[src/rtl/gb_video_pkg.sv]
// Shared Game Boy video types, palette and default VGA 640x480@60 timing.
package gb_video_pkg;

    localparam int unsigned GB_W = 160;
    localparam int unsigned GB_H = 144;

    localparam int unsigned VGA_H_ACTIVE = 640;
    localparam int unsigned VGA_H_FP     = 16;
    localparam int unsigned VGA_H_SYNC   = 96;
    localparam int unsigned VGA_H_BP     = 48;
    localparam int unsigned VGA_V_ACTIVE = 480;
    localparam int unsigned VGA_V_FP     = 10;
    localparam int unsigned VGA_V_SYNC   = 2;
    localparam int unsigned VGA_V_BP     = 33;

    typedef logic [1:0] shade_t;

    typedef struct packed {
        logic [7:0] r;
        logic [7:0] g;
        logic [7:0] b;
    } rgb_t;

    // Raw video flags carried down the latency-matching delay line
    typedef struct packed {
        logic hsync;
        logic vsync;
        logic active;
        logic win;
    } vflags_t;

    localparam rgb_t PALETTE [4] = '{24'hE0F8D0, 24'h88C070, 24'h346856, 24'h081820};
    localparam rgb_t BORDER_RGB  = 24'h000000;

endpackage

[src/rtl/vga_timing_gen.sv]
// VGA pixel/line counters with raw (undelayed, active-high) sync and active flags.
module vga_timing_gen #(
    parameter int unsigned H_ACTIVE = 640,
    parameter int unsigned H_FP     = 16,
    parameter int unsigned H_SYNC   = 96,
    parameter int unsigned H_BP     = 48,
    parameter int unsigned V_ACTIVE = 480,
    parameter int unsigned V_FP     = 10,
    parameter int unsigned V_SYNC   = 2,
    parameter int unsigned V_BP     = 33
) (
    input  logic       clock,
    input  logic       reset_n,
    input  logic       pix_en,
    output logic [9:0] hc,
    output logic [9:0] vc,
    output logic       h_last_c,
    output logic       v_last_c,
    output logic       hsync_c,
    output logic       vsync_c,
    output logic       active_c
);

    localparam int unsigned H_TOTAL = H_ACTIVE + H_FP + H_SYNC + H_BP;
    localparam int unsigned V_TOTAL = V_ACTIVE + V_FP + V_SYNC + V_BP;

    assign h_last_c = (hc == 10'(H_TOTAL - 1));
    assign v_last_c = (vc == 10'(V_TOTAL - 1));
    assign hsync_c  = (hc >= 10'(H_ACTIVE + H_FP)) && (hc < 10'(H_ACTIVE + H_FP + H_SYNC));
    assign vsync_c  = (vc >= 10'(V_ACTIVE + V_FP)) && (vc < 10'(V_ACTIVE + V_FP + V_SYNC));
    assign active_c = (hc < 10'(H_ACTIVE)) && (vc < 10'(V_ACTIVE));

    // Advance column each pixel slot, line on column wrap, frame on line wrap
    always_ff @(posedge clock or negedge reset_n) begin
        if (!reset_n) begin
            hc <= '0;
            vc <= '0;
        end else if (pix_en) begin
            if (h_last_c) begin
                hc <= '0;
                vc <= v_last_c ? 10'd0 : vc + 10'd1;
            end else begin
                hc <= hc + 10'd1;
            end
        end
    end

endmodule

[src/rtl/gb_vga_scanout.sv]
// Scans the 160x144 frame buffer out as a 3x-scaled, centred window on 640x480 VGA.
module gb_vga_scanout
    import gb_video_pkg::*;
#(
    parameter int unsigned H_ACTIVE = VGA_H_ACTIVE,
    parameter int unsigned H_FP     = VGA_H_FP,
    parameter int unsigned H_SYNC   = VGA_H_SYNC,
    parameter int unsigned H_BP     = VGA_H_BP,
    parameter int unsigned V_ACTIVE = VGA_V_ACTIVE,
    parameter int unsigned V_FP     = VGA_V_FP,
    parameter int unsigned V_SYNC   = VGA_V_SYNC,
    parameter int unsigned V_BP     = VGA_V_BP,
    parameter int unsigned SCALE    = 3,
    parameter int unsigned X_OFF    = 80,
    parameter int unsigned Y_OFF    = 24,
    parameter int unsigned RD_LAT   = 1,
    parameter int unsigned FB_W     = GB_W,
    parameter int unsigned FB_H     = GB_H
) (
    input  logic       clock,
    input  logic       reset_n,
    input  logic       pix_en,
    input  logic [1:0] fb_pixel,
    output logic [8:0] X_read,
    output logic [8:0] Y_read,
    output logic       hsync_n,
    output logic       vsync_n,
    output logic       blank_n,
    output logic [7:0] red,
    output logic [7:0] green,
    output logic [7:0] blue,
    output logic       frame_start
);

    localparam int unsigned X_END = X_OFF + SCALE * FB_W;
    localparam int unsigned Y_END = Y_OFF + SCALE * FB_H;
    localparam int unsigned SUB_W = (SCALE > 1) ? $clog2(SCALE) : 1;

    logic [9:0]       hc;
    logic [9:0]       vc;
    logic             h_last_c;
    logic             v_last_c;
    logic             hsync_c;
    logic             vsync_c;
    logic             active_c;
    logic             win_x_c;
    logic             win_y_c;
    logic [SUB_W-1:0] xsub;
    logic [SUB_W-1:0] ysub;
    logic [8:0]       gbx;
    logic [8:0]       gby;
    vflags_t          dly [RD_LAT];
    vflags_t          tap_c;
    rgb_t             rgb_q;

    vga_timing_gen #(
        .H_ACTIVE (H_ACTIVE),
        .H_FP     (H_FP),
        .H_SYNC   (H_SYNC),
        .H_BP     (H_BP),
        .V_ACTIVE (V_ACTIVE),
        .V_FP     (V_FP),
        .V_SYNC   (V_SYNC),
        .V_BP     (V_BP)
    ) u_timing (
        .clock    (clock),
        .reset_n  (reset_n),
        .pix_en   (pix_en),
        .hc       (hc),
        .vc       (vc),
        .h_last_c (h_last_c),
        .v_last_c (v_last_c),
        .hsync_c  (hsync_c),
        .vsync_c  (vsync_c),
        .active_c (active_c)
    );

    assign win_x_c = (hc >= 10'(X_OFF)) && (hc < 10'(X_END));
    assign win_y_c = (vc >= 10'(Y_OFF)) && (vc < 10'(Y_END));
    assign tap_c   = dly[RD_LAT-1];

    assign red   = rgb_q.r;
    assign green = rgb_q.g;
    assign blue  = rgb_q.b;

    // Divider-free scaling: sub-counters step the GB coordinate every SCALE pixels/lines
    always_ff @(posedge clock or negedge reset_n) begin
        if (!reset_n) begin
            xsub <= '0;
            gbx  <= '0;
            ysub <= '0;
            gby  <= '0;
        end else if (pix_en) begin
            if (hc == 10'(X_OFF - 1)) begin
                xsub <= '0;
                gbx  <= '0;
            end else if (win_x_c) begin
                if (xsub == SUB_W'(SCALE - 1)) begin
                    xsub <= '0;
                    if (gbx != 9'(FB_W - 1)) gbx <= gbx + 9'd1;
                end else begin
                    xsub <= xsub + SUB_W'(1);
                end
            end
            if (h_last_c) begin
                if (v_last_c || (vc == 10'(Y_OFF - 1))) begin
                    ysub <= '0;
                    gby  <= '0;
                end else if (win_y_c) begin
                    if (ysub == SUB_W'(SCALE - 1)) begin
                        ysub <= '0;
                        if (gby != 9'(FB_H - 1)) gby <= gby + 9'd1;
                    end else begin
                        ysub <= ysub + SUB_W'(1);
                    end
                end
            end
        end
    end

    // Present read coordinates; park out of range outside the window so the buffer can swap
    always_ff @(posedge clock or negedge reset_n) begin
        if (!reset_n) begin
            X_read <= 9'(FB_W);
            Y_read <= 9'(FB_H);
        end else if (pix_en) begin
            X_read <= (win_x_c && win_y_c) ? gbx : 9'(FB_W);
            Y_read <= (win_x_c && win_y_c) ? gby : 9'(FB_H);
        end
    end

    // Delay raw flags so they meet the returning pixel at the output register
    always_ff @(posedge clock or negedge reset_n) begin
        if (!reset_n) begin
            for (int i = 0; i < int'(RD_LAT); i++) dly[i] <= '0;
        end else if (pix_en) begin
            dly[0] <= '{hsync: hsync_c, vsync: vsync_c, active: active_c,
                        win: win_x_c && win_y_c};
            for (int i = 1; i < int'(RD_LAT); i++) dly[i] <= dly[i-1];
        end
    end

    // Output stage: sync/blank and palette or border colour, all on the same slot
    always_ff @(posedge clock or negedge reset_n) begin
        if (!reset_n) begin
            hsync_n     <= 1'b1;
            vsync_n     <= 1'b1;
            blank_n     <= 1'b0;
            rgb_q       <= '0;
            frame_start <= 1'b0;
        end else begin
            frame_start <= pix_en && h_last_c && v_last_c;
            if (pix_en) begin
                hsync_n <= ~tap_c.hsync;
                vsync_n <= ~tap_c.vsync;
                blank_n <= tap_c.active;
                if (!tap_c.active) begin
                    rgb_q <= '0;
                end else if (tap_c.win) begin
                    rgb_q <= PALETTE[fb_pixel];
                end else begin
                    rgb_q <= BORDER_RGB;
                end
            end
        end
    end

endmodule

[config.mk]
export PLATFORM = sky130hd
export DESIGN_NAME = gb_vga_scanout
export DESIGN_NICKNAME = d
export VERILOG_FILES = /design/src/rtl/gb_video_pkg.sv /design/src/rtl/vga_timing_gen.sv /design/src/rtl/gb_vga_scanout.sv
export SDC_FILE = /design/constraint.sdc
export NUM_CORES = 1
export LEC_CHECK = 0
export ABC_AREA = 1
export CAP_MARGIN = 10
export CORE_MARGIN = 1
export CORE_UTILIZATION = 41
export DETAILED_ROUTE_END_ITERATION = 10
export PLACE_DENSITY = 0.64
export SLEW_MARGIN = 15
export SYNTH_ARGS = -nofsm -noshare
export SYNTH_HDL_FRONTEND = slang
export SYNTH_SLANG_ARGS = --single-unit
[constraint.sdc]
create_clock -name clock -period 2.07 [get_ports clock]
set_input_delay 0.3105 -clock clock [delete_from_list [all_inputs] [get_ports clock]]
set_output_delay 0.3105 -clock clock [all_outputs]
set_load 0.02 [all_outputs]
==> results.yml <==
run_status:
  status: "complete, no violations"
grt:
  grt_max_degree: 52
  antenna_found_initial: 0
  grt_pass1_vias: 3415
  grt_pass1_wl_um: 15610
  grtUsageTotal_pct: 19.20
  overflow: 0
synthesis:
  synth_seq_area_share_pct: 46.27
  ys_types: 38
  synth_edf_count: 0
  netlist_area_um2: 4126
  syn_area_per_cell_um2: 8.013
  async_flop_share_pct: 100.0
  synth_flop_cell: "dfrtp_1"
  synthCells: 515
  synth-seq-cells: 76
  yosysWarningCount: 0
critical_path:
  start_kind: "flip-flop"
  cp.buffers_inverters: 1
  crit_family: "simple AND/OR/NAND/NOR gates"
  crit_slowest_cell: "dfrtp_1"
  critPathKind: "flip-flop to flip-flop"
  cp.arrival_ps: 2140
  crit_path_cell_trace: "inv_1 > ha_1 > nand2_1 > nor2_1 > nand2_1 > nor2_1 > nor2_2 > nand2_2 > nand4_4 > nand2_1 > nand2_1"
  endpoint_kind: "flip-flop"
  slowest_delay_ps: 420
  required_ps: 2300
  worstPathMaxFanout: 7
  crit_top_cell: "nand2_1"
timing:
  finalSetupViolCount: 0
  setup_slack_ps: 161.7
  rsz0062_at_grt: "no"
  finClkSkew_ps: 8.896
  tns_ps: 0
  drv_slew: 0
  fin_crit_sh_pct: 92.19
  hold_viol: 0
  layout_min_cycle_time_ps: 1908
  clock.fmax_ghz: 0.5240
placed_design:
  place_congestion: 0.8822
  dp.cells: 680
  place_worst_setup_slack_ps: 182.8
  numPortBuffers: 43
  hpwlAfterDp_um: 6513
clock_tree:
  cts_tree: "built"
  clock_path_buffers: 2
  cts.reportedPaths.clkPinSlew_ps: 80
  cts-hold-fix-buffers: 1
  cts.sinks: 76
  cts_resized: 0
  htree_levels: 3
  worst_skew_pair.late_latency_ps: 350
  cts_setup_buffers: 0
  cts_made_buffers: 9
  cts-root-buf: "clkbuf_8"
route:
  antenna_left: 0
  wl_per_cell_um: 12.79
  firstDrtPassIters: 5
  first_iter_violations: 136
  drc: 0
  routed_wl_um: 8918
  drt-vias-per-instance: 4.905
  dr_total_vias: 3419
die:
  coreArea_um2: 9774
  die-area_um2: 10470
  boundaryPins: 51
  die_h_um: 102.3
  die_width_um: 102.3
  rows: 36
  initial_core_util_pct: 42.22
final_layout:
  fin_cells: 697
  nNetsFinal: 574
  antenna_cells: 0
  layout_common_cells: "nand2_1 (141), dfrtp_1 (70), nor2_1 (59), inv_1 (53), clkdlybuf4s50_1 (42)"
  final_common_cell: "nand2_1"
  area_delta_synth_final_pct: 18.19
  drive_above_1_share_pct: 10.64
pwr:
  combPwrFrac_pct: 13.1
  p_leak_nw: 2.279
  vdd_drop_max_mv: 0.3284
  sw_frac_of_total_pct: 28.16
  p_total_mw: 3.392
  powerDensity_nw_per_um2: 695.5
  power_frac_clock_pct: 36.6
  switchingPower_mw: 0.9551
  p_int_mw: 2.437
  pwr-share-seq_pct: 50.3
flow_run:
  maxCapViolations: 0
worst_hold_path:
  hold_class: "input port to asynchronous set/reset pin"
## cell usage after synthesis, drive strengths merged (6+ instances only)
| cell | instances | area [um^2] |
|---|---|---|
| nand2 | 148 | 583.1 |
| dfrtp | 70 | 1752 |
| nor2 | 65 | 269.0 |
| inv | 56 | 210.2 |
| o21ai | 38 | 216.5 |
| nand3 | 23 | 125.1 |
| nand4 | 22 | 152.7 |
| buf | 21 | 150.1 |
| xor2 | 12 | 105.1 |
| a21oi | 11 | 66.32 |
| nor3 | 11 | 71.32 |
| ha | 10 | 125.1 |
| dfstp | 6 | 157.7 |
| o31ai | 6 | 45.04 |
## registers in the layout, summed over array words and instances (netlist names), 2 cells and up
signal and count:
u_timing.hc 10, u_timing.vc 10, X_read 9, Y_read 9, gbx 9, gby 9, red 5, dly 4
green 3, xsub 2, ysub 2
## layout make-up
| cell class | count | area (um^2) |
|---|---|---|
| Clock buffer | 10 | 127.6 |
| Sequential cell | 76 | 1909 |
| Inverter | 56 | 210.2 |
| Tap cell | 133 | 166.4 |
| Fill cell | 969 | 4897 |
| Multi-Input combinational cell | 364 | 1864 |
| Timing Repair Buffer | 52 | 510.5 |
| Clock inverter | 6 | 88.84 |
## final timing paths
check                               start        end  slack, ps  depth (start not counted)
setup reg to reg           u_timing.vc[0]     gby[2]        160                         11
max in group asynchronous         reset_n  Y_read[7]       1010                          3
hold / removal                    reset_n   green[6]        420                          2
setup / recovery           u_timing.vc[0]     gby[2]        160                         11
min in group clock                 dly[2]    vsync_n        440                          1
hold reg to reg                    dly[2]    vsync_n        440                          1
## routing by layer
layer	vias up	GRT usage, %	routed length [um]
li1	1725	-	-
met1	1616	24.27	4150
met2	68	32.78	4322
met3	10	4.172	350
met4	0	6.044	94
met5	-	0	0
## cell families after synthesis
kind of cell / Yosys count / share of synthesized area [%]
simple gates: 275 / 30.08
buf+inv: 81 / 9.096
flops: 76 / 46.27
compound gates: 58 / 8.460
xor+xnor: 14 / 2.972
fa+ha+maj: 10 / 3.032
other cells: 1 / 0.09088
## per-stage QoR
stage / util (%) / area, um^2 / hold WS (ps)
after floorplan: - / 4149 / 14.91
after global placement: 47.58 / 4651 / 245.1
after detailed placement: 47.58 / 4651 / 251.4
after CTS: 49.90 / 4877 / 420.0
after global routing: 49.90 / 4877 / 437.6
final: 49.90 / 4877 / 419.6
## power by group through the flow
stage                     logic, mW  clock network (mW)  registers [mW]
after floorplan               0.323                   0            1.72
after global routing          0.515                1.34            1.72
final                         0.445                1.24            1.71
after global placement        0.431                   0            1.73
after detailed placement      0.448                   0            1.74
after CTS                     0.453                1.27            1.71
Power figures use the tool's default switching activity.
